`src/rtl/alu_seq_shifter_pkg.sv`:
```
// rtl/alu_seq_shifter_pkg.sv - shared modes, states and helpers for the sequential shifter
package alu_shift_pkg;

    localparam logic [2:0] MODE_SHR  = 3'b000;
    localparam logic [2:0] MODE_SHRA = 3'b001;
    localparam logic [2:0] MODE_SHL  = 3'b010;
    localparam logic [2:0] MODE_ROR  = 3'b011;
    localparam logic [2:0] MODE_ROL  = 3'b100;

    typedef enum logic [1:0] {
        ST_IDLE = 2'd0,
        ST_RUN  = 2'd1,
        ST_DONE = 2'd2
    } state_t;

    function automatic logic mode_is_legal(input logic [2:0] m);
        return m <= MODE_ROL;
    endfunction

    // Per-clock amount never exceeds min(STEP, WIDTH-1), so size it from whichever is smaller.
    function automatic int step_n_w(input int width, input int step);
        return (step >= width) ? $clog2(width) : $clog2(step + 1);
    endfunction

endpackage

```
`src/rtl/alu_seq_shifter_if.sv`:
```
// rtl/alu_seq_shifter_if.sv - start/done request and result bundle for the sequential shifter
interface alu_seq_shifter_if #(
    parameter int WIDTH = 32
) ();
    localparam int SHAMT_W = $clog2(WIDTH);

    logic               start;
    logic [2:0]         mode;
    logic [WIDTH-1:0]   in;
    logic [SHAMT_W-1:0] num_shifts;
    logic [WIDTH-1:0]   out;
    logic               cout;
    logic               busy;
    logic               done;
    logic               illegal;

    modport master (
        output start, mode, in, num_shifts,
        input  out, cout, busy, done, illegal
    );

    modport slave (
        input  start, mode, in, num_shifts,
        output out, cout, busy, done, illegal
    );
endinterface

```
`src/rtl/alu_seq_shifter_step.sv`:
```
// rtl/alu_seq_shifter_step.sv - combinational shift of one data word by n positions in a given mode
module shift_step_unit
    import alu_shift_pkg::*;
#(
    parameter int WIDTH = 32,
    parameter int STEP  = 1,
    localparam int SW   = $clog2(WIDTH),
    localparam int NW   = step_n_w(WIDTH, STEP)
) (
    input  logic [WIDTH-1:0] data,
    input  logic [2:0]       md,
    input  logic [NW-1:0]    n,
    output logic [WIDTH-1:0] shifted,
    output logic             bit_out
);
    logic [SW-1:0] n_ext;
    logic [SW-1:0] r_idx;
    logic [SW-1:0] l_idx;

    always_comb begin
        n_ext   = SW'(n);
        r_idx   = n_ext - 1'b1;
        // WIDTH is a power of two, so WIDTH-n wraps to -n in SW bits.
        l_idx   = '0 - n_ext;
        shifted = data;
        bit_out = 1'b0;
        case (md)
            MODE_SHR: begin
                shifted = data >> n;
                bit_out = data[r_idx];
            end
            MODE_SHRA: begin
                shifted = $unsigned($signed(data) >>> n);
                bit_out = data[r_idx];
            end
            MODE_SHL: begin
                shifted = data << n;
                bit_out = data[l_idx];
            end
            MODE_ROR: begin
                shifted = (data >> n) | (data << (WIDTH - int'(n)));
                bit_out = data[r_idx];
            end
            MODE_ROL: begin
                shifted = (data << n) | (data >> (WIDTH - int'(n)));
                bit_out = data[l_idx];
            end
            default: begin
                shifted = data;
                bit_out = 1'b0;
            end
        endcase
        if (n_ext == '0) begin
            bit_out = 1'b0;
        end
    end
endmodule

```
`src/rtl/alu_seq_shifter.sv`:
```
// rtl/alu_seq_shifter.sv - iterative shift/rotate unit, up to STEP positions per clock
module alu_seq_shifter
    import alu_shift_pkg::*;
#(
    parameter int WIDTH   = 32,
    parameter int STEP    = 1,
    parameter int SHAMT_W = $clog2(WIDTH)
) (
    input  logic               clk,
    input  logic               clr,
    alu_seq_shifter_if.slave   bus
);
    localparam int NW = step_n_w(WIDTH, STEP);

    state_t             state_q, state_d;
    logic [WIDTH-1:0]   work_q, work_d;
    logic [WIDTH-1:0]   out_q, out_d;
    logic [2:0]         md_q, md_d;
    logic [SHAMT_W-1:0] rem_q, rem_d;
    logic [SHAMT_W-1:0] step_n;
    logic               cout_int_q, cout_int_d;
    logic               cout_q, cout_d;
    logic               illegal_q, illegal_d;
    logic               busy_q, busy_d;
    logic               done_q, done_d;
    logic [WIDTH-1:0]   shifted;
    logic               bit_out;

    shift_step_unit #(.WIDTH(WIDTH), .STEP(STEP)) u_step (
        .data    (work_q),
        .md      (md_q),
        .n       (NW'(step_n)),
        .shifted (shifted),
        .bit_out (bit_out)
    );

    always_comb begin
        // A STEP of WIDTH or more always covers the whole remaining amount.
        if (STEP >= WIDTH || rem_q < SHAMT_W'(STEP)) begin
            step_n = rem_q;
        end else begin
            step_n = SHAMT_W'(STEP);
        end
    end

    always_comb begin
        state_d    = state_q;
        work_d     = work_q;
        md_d       = md_q;
        rem_d      = rem_q;
        cout_int_d = cout_int_q;
        illegal_d  = illegal_q;
        out_d      = out_q;
        cout_d     = cout_q;
        case (state_q)
            ST_IDLE: begin
                if (bus.start) begin
                    work_d     = bus.in;
                    md_d       = bus.mode;
                    rem_d      = bus.num_shifts;
                    cout_int_d = 1'b0;
                    illegal_d  = !mode_is_legal(bus.mode);
                    if (bus.num_shifts == '0 || !mode_is_legal(bus.mode)) begin
                        state_d = ST_DONE;
                    end else begin
                        state_d = ST_RUN;
                    end
                end
            end
            ST_RUN: begin
                work_d     = shifted;
                cout_int_d = bit_out;
                rem_d      = rem_q - step_n;
                if (rem_q == step_n) begin
                    state_d = ST_DONE;
                end
            end
            ST_DONE: state_d = ST_IDLE;
            default: state_d = ST_IDLE;
        endcase
        busy_d = (state_d == ST_RUN);
        done_d = (state_d == ST_DONE);
        // Results are published on entry to DONE and then held until the next completion.
        if (state_d == ST_DONE) begin
            out_d  = work_d;
            cout_d = cout_int_d;
        end
    end

    always_ff @(posedge clk) begin
        if (!clr) begin
            state_q    <= ST_IDLE;
            work_q     <= '0;
            md_q       <= '0;
            rem_q      <= '0;
            cout_int_q <= 1'b0;
            illegal_q  <= 1'b0;
            out_q      <= '0;
            cout_q     <= 1'b0;
            busy_q     <= 1'b0;
            done_q     <= 1'b0;
        end else begin
            state_q    <= state_d;
            work_q     <= work_d;
            md_q       <= md_d;
            rem_q      <= rem_d;
            cout_int_q <= cout_int_d;
            illegal_q  <= illegal_d;
            out_q      <= out_d;
            cout_q     <= cout_d;
            busy_q     <= busy_d;
            done_q     <= done_d;
        end
    end

    assign bus.out     = out_q;
    assign bus.cout    = cout_q;
    assign bus.busy    = busy_q;
    assign bus.done    = done_q;
    assign bus.illegal = illegal_q;
endmodule
```
`src/flat_wrapper.sv`:
```
// flat-port wrapper written by rule: the top's interface ports become plain ports
module alu_seq_shifter_flat import alu_shift_pkg::*;
#(
    parameter int WIDTH   = 32,
    parameter int STEP    = 1,
    parameter int SHAMT_W = $clog2(WIDTH)
)
  (clk, clr, bus_start, bus_mode, bus_in, bus_num_shifts, bus_out, bus_cout, bus_busy, bus_done, bus_illegal);
  alu_seq_shifter_if #(.WIDTH(WIDTH)) bus_i ();
  input  logic clk;
  input  logic clr;
  input wire logic [$bits(bus_i.start)-1:0] bus_start;
  input wire logic [$bits(bus_i.mode)-1:0] bus_mode;
  input wire logic [$bits(bus_i.in)-1:0] bus_in;
  input wire logic [$bits(bus_i.num_shifts)-1:0] bus_num_shifts;
  output wire logic [$bits(bus_i.out)-1:0] bus_out;
  output wire logic [$bits(bus_i.cout)-1:0] bus_cout;
  output wire logic [$bits(bus_i.busy)-1:0] bus_busy;
  output wire logic [$bits(bus_i.done)-1:0] bus_done;
  output wire logic [$bits(bus_i.illegal)-1:0] bus_illegal;
  assign bus_i.start = bus_start;
  assign bus_i.mode = bus_mode;
  assign bus_i.in = bus_in;
  assign bus_i.num_shifts = bus_num_shifts;
  assign bus_out = bus_i.out;
  assign bus_cout = bus_i.cout;
  assign bus_busy = bus_i.busy;
  assign bus_done = bus_i.done;
  assign bus_illegal = bus_i.illegal;
  alu_seq_shifter #(.WIDTH(WIDTH), .STEP(STEP), .SHAMT_W(SHAMT_W)) u_core (.clk(clk), .clr(clr), .bus(bus_i));
endmodule
```
`config.mk`:
```
export PLATFORM = sky130hd
export DESIGN_NAME = alu_seq_shifter_flat
export DESIGN_NICKNAME = d
export VERILOG_FILES = /design/src/rtl/alu_seq_shifter_pkg.sv /design/src/rtl/alu_seq_shifter_if.sv /design/src/rtl/alu_seq_shifter_step.sv /design/src/rtl/alu_seq_shifter.sv /design/src/flat_wrapper.sv
export SDC_FILE = /design/constraint.sdc
export NUM_CORES = 1
export LEC_CHECK = 0
export BUFFER_PORTS_ARGS = -buffer_cell sky130_fd_sc_hd__buf_2
export CAP_MARGIN = 20
export CORE_MARGIN = 5
export CORE_UTILIZATION = 40
export CTS_CLUSTER_SIZE = 16
export DETAILED_ROUTE_END_ITERATION = 8
export RECOVER_POWER = 100
export SLEW_MARGIN = 20
export SYNTH_ARGS = -nofsm -noshare
export SYNTH_HDL_FRONTEND = slang
export SYNTH_SLANG_ARGS = --single-unit
```
`constraint.sdc`:
```
create_clock -name clk -period 7.4 [get_ports clk]
set_input_delay 1.11 -clock clk [delete_from_list [all_inputs] [get_ports clk]]
set_output_delay 1.11 -clock clk [all_outputs]
set_load 0.05 [all_outputs]
```
Word-level counts from Yosys, hierarchy flattened
Index checks and enable logic that the tools add are counted.
- mux-type cells: 18
- order comparisons: 4
- reductions and logical operators: 10
- equal/unequal tests: 9
- shift operators: 5
- bitwise gates (word level): 2
- add/subtract/negate cells: 4
- operators by type and width (kind ; count):
    32-bit one-hot mux with 5 select lines ; 1
    32-bit bitwise OR ; 2
    32-bit one-hot mux with 2 select lines ; 1
    32-bit two-way mux ; 1
    32-bit by 1-bit left shift with 32-bit output ; 1
    32-bit by 32-bit left shift with 32-bit output ; 1
    32-bit by 1-bit right shift with 32-bit output ; 1
    32-bit by 32-bit right shift with 32-bit output ; 1
    32-bit by 1-bit >>> shifter with 32-bit output ; 1
    5-bit by 6-bit less-than comparator with 1-bit output, second input constant ; 2
    1-bit binary-select mux with 5-bit select ; 2
    5-bit two-way mux ; 2
    5-bit one-hot mux with 2 select lines ; 1
    6-bit by 1-bit subtractor with 7-bit output, first input constant ; 1
    3-bit by 2-bit == test with 1-bit output, second input constant ; 2
    2-bit two-way mux ; 3
    5-bit == test ; 1
    5-bit logical NOT ; 1
    5-bit by 1-bit less-than comparator with 1-bit output, second input constant ; 1
    5-bit subtractor ; 1
    2-bit by 1-bit == test with 1-bit output, second input constant ; 2
    1-bit two-way mux ; 4
    1-bit one-hot mux with 2 select lines ; 2
    2-bit one-hot mux with 2 select lines ; 1
    15 further kinds ; 16
- register bits: 79
- word-level logic and storage cells: 62

Depth between registers and ports, before layout
- depth in word-level cells: 8
- gate-level depth with buffers: 10
- mapped depth without buffers: 8

Hierarchy
Synthesis repeated with hierarchy kept, for this count alone.
- cells, all modules: 463
- area, all modules: 4033.9 um2
- modules (own cells, without submodules) (module ; cells each ; seq. area each (um2) ; area an instance (um2) ; instances):
    alu_seq_shifter ; 300 ; 1581.5 ; 3158.0 ; 1
    shift_step_unit ; 163 ; 0.0 ; 875.8 ; 1

Least setup slack after synthesis
OpenSTA, ideal clock, no wires.
- kind: input to register
- from: in bus_num_shifts[0]
- to: reg u_core.out_q[10], in the netlist u_core.bus.out[10]
- stages: 6
- path slack: 4769 ps
- arrival: 2503 ps
- path through: or4_1 or3_4 a21oi_4 buf_4 buf_4 a31oi_1
- longest elaborated chain between the ends: 6
- RTL lines (item ; RTL line ; text):
    from (decl) ; flat_wrapper.sv:15 ; input wire logic [$bits(bus_i.num_shifts)-1:0] bus_num_shifts;
    5-bit logical NOT ; alu_seq_shifter.sv:63 ; if (bus.num_shifts == '0 || !mode_is_legal(bus.mode)) begin
    1-bit logical OR ; alu_seq_shifter.sv:63 ;
    2-bit two-way mux ; alu_seq_shifter.sv:63 ;
    2-bit two-way mux ; alu_seq_shifter.sv:57 ; if (bus.start) begin
    2-bit one-hot mux with 2 select lines ; alu_seq_shifter.sv:55 ; case (state_q)
    2-bit == test ; alu_seq_shifter.sv:84 ; if (state_d == ST_DONE) begin
    to (signal assigned) ; alu_seq_shifter.sv:109 ; out_q <= out_d;
    to (decl) ; alu_seq_shifter.sv:17 ; logic [WIDTH-1:0] out_q, out_d;
Every way passes these cells.
A chain may end at the register's enable or synchronous reset.

Worst setup path after layout
- from: in bus_start
- to: reg u_core.out_q[27], in the netlist u_core.bus.out[27]
- longest elaborated chain between the ends: 3
- elaborated cells between the ends (all ways): 5
- RTL lines (item ; RTL line ; text):
    from (decl) ; flat_wrapper.sv:12 ; input wire logic [$bits(bus_i.start)-1:0] bus_start;
    2-bit two-way mux ; alu_seq_shifter.sv:57 ;
    2-bit one-hot mux with 2 select lines ; alu_seq_shifter.sv:55 ;
    2-bit == test ; alu_seq_shifter.sv:84 ;
Parallel ways exist; a longest one is shown, timed or not.

==> metrics.md <==
| Metric | Value |
|---|---|
| Largest net degree at the start of global routing | 81 |
| H-tree depth | 3 |
| Synth cell types | between 40 and 50 |
| # nets final | roughly 520 |
| Final setup viols | 0 |
| CP Launch Type | input port |
| CTS tree | yes |
| Max Fclk | about 220 MHz |
| Filler instances | 969 |
| Register bit count reported by yosys | between 70 and 80 |
| Synth async-reset ratio | 0% |
| Highest layer used for signal routing | met4 |
| GPL Wtd Cong | ~0.8 |
| GRT Total Usage | approximately a fifth |
| Placed cell count | a little under 600 |
| Clock-pin slew on the worst setup and hold paths | about 80 ps |
| Gates resized, CTS repair | 0 |
| Fraction of layout cells with a size suffix above 1 | between 10% and 20% |
| Total CTS buffers | 9 |
| Vias per cell | 5.92 |
| Routed length per instance | between 15 and 20 µm |
| Fin util | 47.4% |
| Vias post-DR | between 3,000 and 4,000 |
| CTS Sinks | 79 |
| Outcome | complete, but fails checks |
| Fin Clk Skew | 9.10 ps |
| Mux contribution to synthesized area | less than 1% |
| IO Pins | between 70 and 80 |
| Worst setup margin | a little under 3000 ps |
| Die area | 11,600 µm² |
| Adder-Cell Fraction of Synth Area | 0.656% |
| Layout Cells excl Fill | ~610 |
| Pwr Density | 293 nW/µm² |
| Data required, critical path | between 7000 and 8000 ps |
| PortBufs | between 70 and 80 |
| Part of the cycle the worst path needs | approximately three fifths |
| P_leak | ~1.6 nW |
| Register area | about 1600 µm² |
| Sw Share | a little under two fifths |
| Met2 Routed Length | around 4900 µm |
| CTS Buffer Depth | 2 |
| Worst VDD drop | 0.107 mV |
| Final Hold Vio Count | 0 |
| Slowest cell on crit path | clkbuf_1 |
| First-pass GRT wire length | about 17,000 µm |
| Wire length on met3 | 623 µm |
| CP Max Fanout | 67 |
| Die H | 108 µm |
| 1st-pass router iterations | 5 |
| Sequential share of power | about two fifths |
| Unrepaired setup endpoints after global routing | no |
| Worst-Margin Slew | roughly 2500 ps |
| Initial cell density of the core | roughly 41% |
| Core area | between 9000 and 10,000 µm² |
| XOR/XNOR share of the synthesized area | less than 1% |
| Clk Latency, worst-skew pair | approximately 350 ps |
| Multi-input logic area | 2010 µm² |
| Worst path max stage delay | ~1800 ps |
| Min-Delay Path Class | flop to flop |
| Initial antenna violation count | 0 |
| DRT met1 WL | approximately 5000 µm |
| Final slew viol count | 68 |
| Share of total power in the clock network | approximately 29% |
| Internal power | around 0.80 mW |
| Critical Path End Type | flop |
| Top_reg_cell synth | dfxtp_1 |
| Relative slew slack | -67.6% |
| Area grow syn2layout | 15.4% |
| Post-synthesis cell count | between 400 and 500 |
| Rows | 35 |
| Fin crit period | about 4500 ps |
| Switch Pwr | between 0.4 and 0.5 mW |
| Combinational fraction of design power | a little under a third |
| Mapped Area | approximately 3800 µm² |
| Register area share after synthesis | 41.5% |
| HPWL Detailed | between 6000 and 7000 µm |
| Die X | ~110 µm |
| Failing checks | max-capacitance violations, max-slew violations |
| # DRC | 0 |
| Most used cell, CP | clkbuf_1 |
| Vias in the first global route | ~3,400 |
| Crit-path cells | clkbuf_1 > or3b_1 > or3_4 > a21oi_4 > clkbuf_1 > o21ai_0 > a31oi_1 |
| Global route overflow | 0 |
| Kind of critical path | input port to flop |
| Net Count, Synth | 470 |
| Clock root cell | clkbuf_8 |
| Post-Route WL | 10,600 µm |
| Synth Area in Simple Gates | approximately a tenth |
| CTS Hold Bufs | 0 |
| Synth Area in Compound Gates | between 40 and 50% |
| Max-Cap Viols | 1 |
| Arr. time, crit path | around 4800 ps |
| Synth warnings | 0 |
| Ant. Diodes | 0 |
| 1st-iter DRT viols | approximately 230 |
| Syn_area_per_cell | 8.97 µm² |
| Reg2Reg Setup Slack | roughly 2900 ps |
| Routed Antenna Nets | 0 |
| TNS Setup | 0 ps |
| Largest family of logic cells by synthesized area | compound AO/OA/AOI/OAI gates |
| Pre-CTS setup slack | 4080 ps |
| Post-CTS Setup Bufs | 0 |
| Post-synth EDFFs | 0 |
==> power groups by stage <==
stage / Combinational (mW) / Sequential, mW / Clock [mW]
2_1_floorplan: 0.227 / 0.611 / 0
3_3_place_gp: 0.394 / 0.536 / 0
3_5_place_dp: 0.399 / 0.537 / 0
4_1_cts: 0.401 / 0.527 / 0.377
5_1_grt: 0.427 / 0.537 / 0.398
6_report: 0.391 / 0.529 / 0.369
==> Yosys cell counts (6+ instances only) <==
cell,instances,area (µm²)
buf_4,9,67.6
o21ai_0,36,180
nor2_1,15,56.3
nor2b_1,8,50.1
a21boi_0,30,225
clkbuf_1,29,109
inv_1,6,22.5
a21oi_1,12,60.1
o221ai_1,28,245
nand2_1,18,67.6
o22a_1,28,245
dfxtp_1,79,1580
a22oi_1,27,203
o21ai_1,7,35.0
a31oi_1,29,181
==> worst max-delay path: cells and delay by family <==
family | cells | cell delay, ps
buffers and inverters | 2 | 2040
AND/OR/NAND/NOR | 2 | 950
AO/OA/AOI/OAI | 3 | 590
==> per-stage QoR <==
stage	hold slack (ps)	power (mW)	cell area, µm²
finish	505	1.29	4400
global route	513	1.36	4400
CTS	495	1.30	4440
detailed placement	483	0.936	4220
global placement	484	0.930	4220
floorplan	470	0.838	3810
==> cells by family after synthesis <==
kind of cell,after synthesis
AND/OR/NAND/NOR,71
buffers and inverters,50
multiplexers,3
adder cells (fa/ha/maj),2
AO/OA/AOI/OAI,218
flip-flops,79
XOR/XNOR,2
==> worst paths after layout <==
kind                                          from                  to  depth (start not counted)
worst min register to register  u_core.bus.out[16]  u_core.bus.out[16]                          2
worst max register to register     u_core.rem_q[2]  u_core.bus.out[27]                          9
worst max-delay path                     bus_start  u_core.bus.out[27]                          7
worst min-delay path            u_core.bus.out[16]  u_core.bus.out[16]                          2
==> sequential cells by signal (all words and copies together) (netlist names) <==
name                flops
u_core.bus.out         32
u_core.state_q          2
u_core.bus.cout         1
u_core.bus.done         1
u_core.cout_int_q       1
u_core.rem_q            5
u_core.md_q             3
u_core.bus.illegal      1
u_core.work_q          32
u_core.bus.busy         1
==> layout by cell type (no fill, tap or decap), types with 3 or more instances in the layout <==
cell         n
nor2_1      13
clkinvlp_4   3
a21boi_0    32
a31oi_1     29
a211oi_1     5
nor3b_1      3
and3_1       4
nor3_1       4
and2_1       3
a21oi_1     12
o22a_1      28
dfxtp_1     79
inv_1        6
a22oi_1     27
o21ai_0     40
o21ai_1      3
buf_2       40
o221ai_1    28
buf_4        4
nor2b_1      8
clkbuf_1    40
clkbuf_8    10
nand2_1     18
==> layout make-up <==
cell class	count	share of cell area (%)
clock inverter	6	2.08
clock buffer	10	3.13
multi-input combinational	296	45.7
inverter	6	0.512
timing repair buffer	85	8.98
sequential	79	35.9
tap	129	3.67
==> layer usage <==
| layer | GRT usage (%) | vias to the layer above |
|---|---|---|
| met2 | 28.6 | 124 |
| met3 | 4.80 | 11 |
| met1 | 26.1 | 1727 |
| met5 | 0 | - |
| met4 | 5.14 | 0 |
| li1 | - | 1754 |
Power figures use the tool's default switching activity.
